<file path="src/rtl/logic_unit_seq.sv">
// Multi-cycle bitwise logic unit: latches two operands and an opcode, evaluates
// SLICE bits per cycle (LSB slice first) and hands the result over a valid/ready pair.
module logic_unit_seq #(
    parameter int WIDTH = 32,
    parameter int SLICE = 8
) (
    input  logic             Clk,
    input  logic             Rst_n,
    input  logic             In_valid,
    output logic             In_ready,
    input  logic [2:0]       Op,
    input  logic [WIDTH-1:0] In1,
    input  logic [WIDTH-1:0] In2,
    output logic             Out_valid,
    input  logic             Out_ready,
    output logic [WIDTH-1:0] Out,
    output logic             Zero
);

    localparam int NSLICE = WIDTH / SLICE;
    localparam int CNT_W  = (NSLICE > 1) ? $clog2(NSLICE) : 1;
    localparam logic [CNT_W-1:0] LAST = CNT_W'(NSLICE - 1);

    typedef enum logic [1:0] {
        IDLE = 2'd0,
        BUSY = 2'd1,
        DONE = 2'd2
    } state_t;

    state_t state;

    logic [CNT_W-1:0]               cnt;
    logic [2:0]                     op_l;
    logic [NSLICE-1:0][SLICE-1:0]   in1_l;
    logic [NSLICE-1:0][SLICE-1:0]   in2_l;
    logic [NSLICE-1:0][SLICE-1:0]   out_r;
    logic [SLICE-1:0]               slice_res;

    function automatic logic [SLICE-1:0] slice_op(
        input logic [2:0]       op,
        input logic [SLICE-1:0] a,
        input logic [SLICE-1:0] b
    );
        logic [SLICE-1:0] r;
        case (op)
            3'd0:    r = a & b;
            3'd1:    r = a | b;
            3'd2:    r = a ^ b;
            3'd3:    r = ~(a | b);
            3'd4:    r = ~(a & b);
            3'd5:    r = ~(a ^ b);
            3'd6:    r = a & ~b;
            default: r = a;
        endcase
        return r;
    endfunction

    always_comb begin
        slice_res = slice_op(op_l, in1_l[cnt], in2_l[cnt]);
    end

    assign Out  = out_r;
    // Zero is only meaningful while a result is being offered.
    assign Zero = Out_valid & (out_r == '0);

    always_ff @(posedge Clk or negedge Rst_n) begin
        if (!Rst_n) begin
            state     <= IDLE;
            In_ready  <= 1'b1;
            Out_valid <= 1'b0;
            out_r     <= '0;
            cnt       <= '0;
            in1_l     <= '0;
            in2_l     <= '0;
            op_l      <= '0;
        end else begin
            case (state)
                IDLE: begin
                    if (In_valid) begin
                        in1_l    <= In1;
                        in2_l    <= In2;
                        op_l     <= Op;
                        cnt      <= '0;
                        In_ready <= 1'b0;
                        state    <= BUSY;
                    end
                end
                BUSY: begin
                    // Unwritten slices keep the previous result until overwritten.
                    out_r[cnt] <= slice_res;
                    if (cnt == LAST) begin
                        Out_valid <= 1'b1;
                        state     <= DONE;
                    end else begin
                        cnt <= cnt + CNT_W'(1);
                    end
                end
                DONE: begin
                    if (Out_ready) begin
                        Out_valid <= 1'b0;
                        In_ready  <= 1'b1;
                        state     <= IDLE;
                    end
                end
                default: begin
                    Out_valid <= 1'b0;
                    In_ready  <= 1'b1;
                    state     <= IDLE;
                end
            endcase
        end
    end

endmodule

</file>
<file path="config.mk">
export PLATFORM = sky130hd
export DESIGN_NAME = logic_unit_seq
export DESIGN_NICKNAME = d
export VERILOG_FILES = /design/src/rtl/logic_unit_seq.sv
export SDC_FILE = /design/constraint.sdc
export NUM_CORES = 1
export LEC_CHECK = 0
export ABC_AREA = 1
export BUFFER_PORTS_ARGS = -buffer_cell sky130_fd_sc_hd__buf_2
export CORE_MARGIN = 10
export CORE_UTILIZATION = 61
export DETAILED_ROUTE_END_ITERATION = 16
export GPL_TIMING_DRIVEN = 1
export PLACE_DENSITY = 0.95
export SLEW_MARGIN = 10
export SYNTH_ARGS = -nofsm -noshare
export SYNTH_HDL_FRONTEND = slang
export SYNTH_SLANG_ARGS = --single-unit
</file>
<file path="constraint.sdc">
create_clock -name Clk -period 3.3 [get_ports Clk]
set_input_delay 0.66 -clock Clk [delete_from_list [all_inputs] [get_ports Clk]]
set_output_delay 0.66 -clock Clk [all_outputs]
set_load 0.05 [all_outputs]
</file>
==> impl_metrics.tcl, run 1 <==
set metrics [dict create \
    yosys-top-cells-area "dfrtp_1 (44%), nand2_1 (24%), ha_1 (6.0%)" \
    ir_drop_v 0.000510 \
    port_buffers 105 \
    p_per_area_nw_per_um2 1140 \
    whs_ns 0.328 \
    dr.pass1.iters 5 \
    ys_seq_area_share_pct 44.8 \
    finalNetCount 953 \
    drive_gt1_share_pct 19.2 \
    grt_pass1_wl_um 25900 \
    wl_per_cell_um 15.4 \
    ctsHoldBuffers 0 \
    htree_num_levels 3 \
    yosysWarnings 0 \
    criticalPathCategory "flop to flop" \
    core-area_um2 9280 \
    syn-cell-area_um2 5870 \
    synth_area_leader_cell "dfrtp_1" \
    initial_utilization_pct 63.2 \
    power.leakage_uw 0.00376 \
    rrSetupSlack_ns 0.85 \
    crit_path_end_kind "flop" \
    drt_wl_total_um 15200 \
    clock_latency_ns 0.38 \
    fill_cells 712 \
    routabilityCongestion 0.908 \
    clk_pin_slew_ns 0.10 \
    vias_per_cell 5.53 \
    cp_max_fo 29 \
    track_usage_pct 21.7 \
    hold_path_class "primary input to async pin" \
    synth.top_cell.area_share_pct 44.4 \
    drtAntennaViolNets 0 \
    slew_headroom_pct 33.8 \
    grt_max_degree 72 \
    antenna_found_initial 0 \
    clock_path_buffers 2 \
    fin_crit_ns 2.45 \
    diodes 0 \
    slew_viol_final 0 \
    numClockSinks 105 \
    worst_setup_path_start_kind "flop" \
    drc 0 \
    multiInputGateArea_um2 2790 \
    seq_area_um2 2630 \
    status "finished clean" \
    required_ns 3.57 \
    chipHeight_um 118 \
    maxCapViolCount 0 \
    period_share_pct 74.1 \
    rsz0062_at_grt "no" \
    postSynthAreaPerCell_um2 7.62 \
    cts_tree "done" \
    areaGrowthSynthToFinish_pct 12.1 \
    postCtsSetupRepairBufs 0 \
    hold_viol_final 0 \
    fin_worst_skew_ns 0.0121 \
    syn_inst 770 \
    chipWidth_um 118 \
    setup_tns_ns 0 \
    die_area_um2 13900 \
    setup_viol 0 \
    io_pins 106 \
    yosys_register_bits 105 \
    ctsResizeCount 0 \
    synth_nets 869 \
    gr-total-overflow 0 \
    first_global_vias 5500 \
    critPathArrivalTime_ns 2.71 \
    hpwl_um 11100 \
    cts_buffers 9 \
    vias 5468 \
    max_slew.worst_pin.slew_ns 0.992 \
    root_buffer "clkbuf_8" \
    rows 35 \
    drtIter0Drc 513 \
    ys_types 29 \
    max_freq_mhz 409 \
]
==> flip-flops by register name, summed over array words and instances, names as in the netlist <==
register	flops
state	2
cnt	2
In_ready	1
in2_l	32
Out	32
op_l	3
in1_l	32
Out_valid	1
==> kinds of logic after synthesis <==
| family | after synthesis | share of synthesized area (%) |
|---|---|---|
| and+or+nand+nor | 525 | 38.6 |
| adders and majority gates | 28 | 5.97 |
| AOI/OAI and AO/OA | 27 | 2.94 |
| DFF | 105 | 44.8 |
| buffers and inverters | 85 | 7.64 |
==> cell usage in the layout, fill, tap and decap left out, types with 3 or more instances in the layout <==
cell type  count
nor2_2         4
nand3b_1       7
nor2_1        26
o21ai_1        4
ha_1          28
buf_2        104
dfrtp_1      104
nand3_2       10
nand4_1       24
inv_2          8
clkbuf_8      12
nand2_1      373
a21oi_1       13
inv_4          3
inv_1         36
nand2_2        9
buf_4          6
nand3_1       65
a32oi_1        7
==> path summary, 6_finish.rpt <==
| check | from | to | cells after the start |
|---|---|---|---|
| setup reg to reg | cnt[0]$_DFFE_PN0P_ | Out[13]$_DFFE_PN0P_ | 12 |
| hold / removal | Rst_n | in1_l[21]$_DFFE_PN0P_ | 1 |
| hold reg to reg | in1_l[3]$_DFFE_PN0P_ | in1_l[3]$_DFFE_PN0P_ | 2 |
| min in group Clk | In1[9] | in1_l[9]$_DFFE_PN0P_ | 3 |
| setup / recovery | cnt[0]$_DFFE_PN0P_ | Out[13]$_DFFE_PN0P_ | 12 |
| max in group asynchronous | Rst_n | Out[4]$_DFFE_PN0P_ | 3 |
==> Yosys cell counts <==
cell      count
nor3_1        2
nand2_2       8
nor2_8        1
inv_1        36
o21ai_0       2
buf_12        1
nand3_2      10
dfstp_2       1
ha_1         28
nor2_4        1
inv_2         8
nand4_1      24
a32oi_1       7
o21ai_1       4
nand3_1      65
nor3b_1       1
a32oi_2       1
inv_4         3
nor4_1        2
nand2_1     374
nor2_2        4
buf_4         9
nor2_1       26
dfrtp_1     104
nand3b_1      7
clkbuf_1      6
buf_6         7
buf_2        15
a21oi_1      13
==> critical path, stage by stage (launching register included) <==
cell and delay, ns:
dfrtp_1 0.54, buf_4 0.35, nand2_1 0.09, a32oi_1 0.34
inv_1 0.12, ha_1 0.31, inv_1 0.05, nand4_1 0.07
nand2_1 0.06, nor2_1 0.13, nand2_2 0.10, nand3_1 0.11
nand2_1 0.06
==> routing by layer <==
layer / GRT usage [%] / part of all wire, % / wire length [um] / vias up
met5: 0 / 0 / 0 / -
met4: 8.42 / 2.7 / 409 / 0
met2: 34.7 / 48 / 7230 / 272
met3: 6.00 / 9.2 / 1390 / 45
met1: 27.1 / 40 / 6140 / 2548
li1: - / - / - / 2603
==> cell type report <==
cell class | instances | share of cell area, %
repair buffers | 111 | 8.91
inverters | 47 | 2.80
clock buffers | 12 | 2.51
well taps | 129 | 2.45
clock inverters | 4 | 0.894
flip-flops and latches | 105 | 40.0
multi-input cells | 580 | 42.5
==> metrics by stage <==
step / cell area, um^2 / utilization [%] / std cells / setup WS (ns) / total power, uW
finish: 6580 / 70.8 / 988 / 0.853 / 7490
global route: 6580 / 70.8 / 988 / 0.635 / 8100
CTS: 6580 / 70.8 / 988 / 0.870 / 7440
detailed placement: 6350 / 68.4 / 972 / 0.932 / 6550
global placement: 6350 / 68.4 / 972 / 1.01 / 6360
floorplan: 5870 / - / 770 / 0.995 / 5620
==> report_power, final <==
part           internal (uW)  switching [uW]
registers               1880             478
clock network            421             443
logic                   1250            3020
total                   3540            3940
Power figures use the tool's default switching activity.
==> run 2, diff against run 1 <==
--- a/config.mk
+++ b/config.mk
@@ -8,10 +8,10 @@
 export ABC_AREA = 1
 export BUFFER_PORTS_ARGS = -buffer_cell sky130_fd_sc_hd__buf_2
 export CORE_MARGIN = 10
-export CORE_UTILIZATION = 61
+export CORE_UTILIZATION = 51
 export DETAILED_ROUTE_END_ITERATION = 16
 export GPL_TIMING_DRIVEN = 1
-export PLACE_DENSITY = 0.95
+export PLACE_DENSITY = 0.87
 export SLEW_MARGIN = 10
 export SYNTH_ARGS = -nofsm -noshare
 export SYNTH_HDL_FRONTEND = slang
==> constraint.sdc (replaced) <==
create_clock -name Clk -period 2.1 [get_ports Clk]
set_input_delay 0.42 -clock Clk [delete_from_list [all_inputs] [get_ports Clk]]
set_output_delay 0.42 -clock Clk [all_outputs]
set_load 0.05 [all_outputs]
==> impl_metrics.tcl, run 2 (synthesis results as in run 1) <==
set metrics [dict create \
    cp_max_fo 6 \
    slew_headroom_pct 63.1 \
    drtAntennaViolNets 0 \
    r2r_cells 13 \
    clock_latency_ns 0.36 \
    setup_tns_ns -0.609 \
    crit_path_end_kind "flop" \
    routabilityCongestion 0.926 \
    chipWidth_um 127 \
    cp_slowest_cell "dfrtp_2" \
    die_area_um2 16200 \
    gr-total-overflow 0 \
    worst_setup_path_start_kind "flop" \
    track_usage_pct 19.2 \
    cts_buffers 9 \
    path_cells "inv_4 -> buf_4 -> nand2_2 -> a32oi_2 -> inv_2 -> ha_4 -> inv_1 -> nand3_1 -> nand2_1 -> nor2_1 -> nand2_2 -> nand3_2 -> nand2_1" \
    p_per_area_nw_per_um2 1910 \
    diodes 0 \
    fin_worst_skew_ns 0.00932 \
    crit_end "Out[22]$_DFFE_PN0P_" \
    drive_gt1_share_pct 31.7 \
    cp_slowest_stage_delay_ns 0.49 \
    rrSetupSlack_ns -0.14 \
    hold_viol_final 24 \
    hpwl_um 11700 \
    vias 5843 \
    rsz0062_at_grt "yes" \
    final_common_cell "nand2_1" \
    drc 0 \
    fin_crit_ns 2.24 \
    finalNetCount 1009 \
    maxCapViolCount 0 \
    vias_per_cell 5.52 \
    power.leakage_uw 0.00412 \
    io_pins 106 \
    cts_tree "done" \
    ir_drop_v 0.00106 \
    whs_ns -0.0136 \
    violations "negative hold slack, negative setup slack" \
    chipHeight_um 127 \
    setup_ws_ns -0.140 \
    drt_wl_total_um 17800 \
    port_buffers 105 \
    clk_pin_slew_ns 0.08 \
    antenna_found_initial 0 \
    rows 39 \
    period_share_pct 107 \
    hold_path_class "primary input to async pin" \
    max_freq_mhz 446 \
    first_global_vias 5410 \
    ctsHoldBuffers 0 \
    areaGrowthSynthToFinish_pct 28.2 \
    required_ns 2.34 \
    numClockSinks 105 \
    r2r-start "cnt[0]$_DFFE_PN0P_" \
    p_total_uw 14400 \
    slew_viol_final 0 \
    critPathArrivalTime_ns 2.48 \
    clock_path_buffers 2 \
    grt_pass1_wl_um 26200 \
    htree_num_levels 3 \
    status "complete, but fails checks" \
    criticalPathCategory "flop to flop" \
    place_ws_ns 0.000285 \
    core-area_um2 11300 \
    dr.pass1.iters 6 \
    max_slew.worst_pin.slew_ns 0.554 \
    grt_max_degree 68 \
    initial_utilization_pct 51.8 \
    critPathLaunch "cnt[0]$_DFFE_PN0P_" \
    root_buffer "clkbuf_16" \
    final_cell_mix "nand2_1 (360), buf_2 (104), dfrtp_1 (103), buf_4 (50), nand3_1 (44)" \
    wl_per_cell_um 16.8 \
    setup_viol 10 \
    drtIter0Drc 677 \
    r2r_end "Out[22]$_DFFE_PN0P_" \
]
[run 2: how the worst min path moves through the flow]
stage / start / end / slack, ns / cells past startpoint
3_5_place_dp: Rst_n / op_l[1]$_DFFE_PN0P_ / 0.38 / 1
5_1_grt: Rst_n / Out[28]$_DFFE_PN0P_ / 0.02 / 1
2_1_floorplan: Rst_n / Out[0]$_DFFE_PN0P_ / 0.12 / 0
3_3_place_gp: Rst_n / in1_l[18]$_DFFE_PN0P_ / 0.37 / 1
6_report: Rst_n / Out[28]$_DFFE_PN0P_ / -0.01 / 1
4_1_cts: Rst_n / Out[28]$_DFFE_PN0P_ / 0.004 / 1
[run 2: per-layer routing]
layer,share of wire (%),vias to the layer above,global-route usage [%]
met4,3.5,0,6.43
met2,49,317,31.6
met3,7.6,55,4.22
met5,0,-,0
met1,40,2753,24.4
li1,-,2718,-
[run 2: through the flow]
step | cells | hold slack [ns] | cell area, um^2 | util, %
after floorplan | 770 | 0.124 | 5870 | -
after global placement | 1012 | 0.373 | 6600 | 58.3
after detailed placement | 1012 | 0.381 | 6600 | 58.3
after CTS | 1028 | 0.00386 | 6930 | 61.2
after global routing | 1058 | 0.0155 | 7520 | 66.4
final | 1058 | -0.0136 | 7520 | 66.4
[run 2: repair_timing]
item                       CTS  global route
gates resized for setup      4            82
pin swaps                    0            34
setup endpoints to repair    9            33
setup buffers                0            27
cloned                       0             4
[run 2: layout make-up]
class                           count  area [um^2]
Inverter                           47          189
Timing Repair inverter              1         6.26
Multi-Input combinational cell    580         3130
Clock inverter                      6         73.8
Timing Repair Buffer              166         1090
Fill cell                         874         3800
Sequential cell                   105         2630
Clock buffer                       10          229
Tap cell                          143          179
[run 2: worst max-delay path: cells and delay by family, from the launching register on]
family	cells	cell delay, ns
buffers and inverters	4	0.35
adders and majority gates	1	0.27
DFF	1	0.49
AOI/OAI and AO/OA	1	0.26
and+or+nand+nor	7	0.74
[run 2: report_power, final]
| group | internal (uW) | leakage [uW] | total (uW) | switching [uW] |
|---|---|---|---|---|
| combinational | 3240 | 0.00266 | 8900 | 5660 |
| clock | 943 | 0.000142 | 1740 | 795 |
| sequential | 2960 | 0.00131 | 3740 | 776 |
| total | 7140 | 0.00412 | 14400 | 7230 |
==> run 3, diff against run 2 <==
--- a/config.mk
+++ b/config.mk
@@ -16,3 +16,4 @@
 export SYNTH_ARGS = -nofsm -noshare
 export SYNTH_HDL_FRONTEND = slang
 export SYNTH_SLANG_ARGS = --single-unit
+export TNS_END_PERCENT = 20
==> impl_metrics.tcl, run 3 (synthesis results as in run 1) <==
set metrics [dict create \
    areaGrowthSynthToFinish_pct 26.7 \
    clock_latency_ns 0.35 \
    p_clk_share_pct 12.1 \
    maxCapViolCount 0 \
    ir_drop_v 0.00107 \
    dp.cells 1012 \
    setup_viol 20 \
    drtIter0Drc 616 \
    grt_max_degree 68 \
    cts_tree "done" \
    final_util_pct 65.7 \
    initial_utilization_pct 51.8 \
    slew_viol_final 0 \
    path_cells "clkinv_4 -> buf_6 -> nand2_1 -> a32oi_2 -> inv_2 -> ha_4 -> inv_1 -> nand3_1 -> nand2_1 -> nor2_1 -> nand2_2 -> nand3_1 -> nand2_1" \
    drive_gt1_share_pct 30.3 \
    internal_power_uw 7100 \
    worst_setup_path_start_kind "flop" \
    seq_area_um2 2630 \
    max_freq_mhz 462 \
    fin_crit_ns 2.16 \
    htree_num_levels 3 \
    max_slew.worst_pin.slew_ns 0.527 \
    antenna_found_initial 0 \
    final_common_cell "nand2_1" \
    violations "negative hold slack, negative setup slack" \
    rows 39 \
    period_share_pct 103 \
    pwr-share-seq_pct 26.0 \
    grt_pass1_wl_um 26200 \
    final_cell_mix "nand2_1 (362), buf_2 (104), dfrtp_1 (103), nand3_1 (50), buf_4 (49)" \
    port_buffers 105 \
    worst-path-buf-inv 4 \
    cts_buffers 9 \
    root_buffer "clkbuf_16" \
    chipHeight_um 127 \
    criticalPathCategory "flop to flop" \
    whs_ns -0.0104 \
    core-area_um2 11300 \
    slew_headroom_pct 64.8 \
    ctsHoldBuffers 0 \
    fill_cells 896 \
    drtAntennaViolNets 0 \
    routabilityCongestion 0.926 \
    worst-path-stages 13 \
    diodes 0 \
    cp_max_fo 6 \
    crit_path_end_kind "flop" \
    clk_pin_slew_ns 0.07 \
    vias_per_cell 5.65 \
    power.switching_uw 7230 \
    first_global_vias 5410 \
    die_area_um2 16200 \
    track_usage_pct 19.2 \
    fin_worst_skew_ns 0.00724 \
    drt_wl_total_um 18100 \
    hold_path_class "primary input to async pin" \
    cp_top_family "simple AND/OR/NAND/NOR gates" \
    p_total_uw 14300 \
    p_comb_share_pct 61.9 \
    cp_slowest_stage_delay_ns 0.49 \
    clock_path_buffers 2 \
    chipWidth_um 127 \
    hold_viol_final 19 \
    setup_ws_ns -0.0643 \
    dr.pass1.iters 7 \
    crit_top_cell "nand2_1" \
    finalNetCount 1008 \
    rsz0062_at_grt "yes" \
    critPathArrivalTime_ns 2.41 \
    status "complete, but fails checks" \
    vias 5967 \
    p_per_area_nw_per_um2 1930 \
    cp_slowest_cell "dfrtp_2" \
    drc 0 \
    hpwl_um 11700 \
    final_cells 1057 \
    wl_per_cell_um 17.1 \
    power.leakage_uw 0.00409 \
    multiInputGateArea_um2 3050 \
    required_ns 2.34 \
    switching_share_pct 50.5 \
    gr-total-overflow 0 \
    io_pins 106 \
    numClockSinks 105 \
    r2r_cells 13 \
]
run 3: path summary, 6_finish.rpt:
path	start	end	slack, ns
min reg2reg	in2_l[26]$_DFFE_PN0P_	in2_l[26]$_DFFE_PN0P_	0.48
max	cnt[0]$_DFFE_PN0P_	Out[30]$_DFFE_PN0P_	-0.06
min in group Clk	In1[2]	in1_l[2]$_DFFE_PN0P_	0.25
max reg2reg	cnt[0]$_DFFE_PN0P_	Out[30]$_DFFE_PN0P_	-0.06
min	Rst_n	Out[28]$_DFFE_PN0P_	-0.01
max in group asynchronous	Rst_n	In_ready$_DFFE_PN1P_	1.44
run 3: what timing repair did:
action | 4_1_cts | 5_1_grt
cloned | 0 | 4
setup endpoints to repair | 9 | 33
setup buffers | 0 | 26
resized for setup | 4 | 66
pin swaps | 0 | 31
run 3: metal layers:
layer | part of all wire, % | up-vias | track usage [%]
met5 | 0 | - | 0
met4 | 5.1 | 0 | 6.43
met3 | 8.8 | 82 | 4.22
met2 | 47 | 362 | 31.6
met1 | 39 | 2805 | 24.4
li1 | - | 2718 | -
run 3: power by group through the flow:
stage / Sequential (uW) / Clock, uW / Combinational, uW
final: 3730 / 1730 / 8860
after global routing: 3810 / 1840 / 9540
after CTS: 3670 / 1750 / 7110
after detailed placement: 3680 / 0 / 7030
after global placement: 3670 / 0 / 6770
after floorplan: 4340 / 0 / 4490
run 3: layout make-up:
type / count / area share [%]
Multi-Input combinational cell: 580 / 41.0
Clock buffer: 10 / 3.08
Inverter: 47 / 2.54
Clock inverter: 6 / 0.993
Tap cell: 143 / 2.41
Sequential cell: 105 / 35.4
Timing Repair inverter: 1 / 0.0841
Timing Repair Buffer: 165 / 14.5
run 3: per-stage QoR:
| step | worst slack, ns | setup TNS (ns) | cell area, um^2 |
|---|---|---|---|
| after floorplan | 0.0347 | 0 | 5870 |
| after global placement | 0.0545 | 0 | 6600 |
| after detailed placement | 0.000285 | 0 | 6600 |
| after CTS | 0.00819 | 0 | 6930 |
| after global routing | -0.155 | -2.62 | 7430 |
| final | -0.0643 | -0.605 | 7430 |
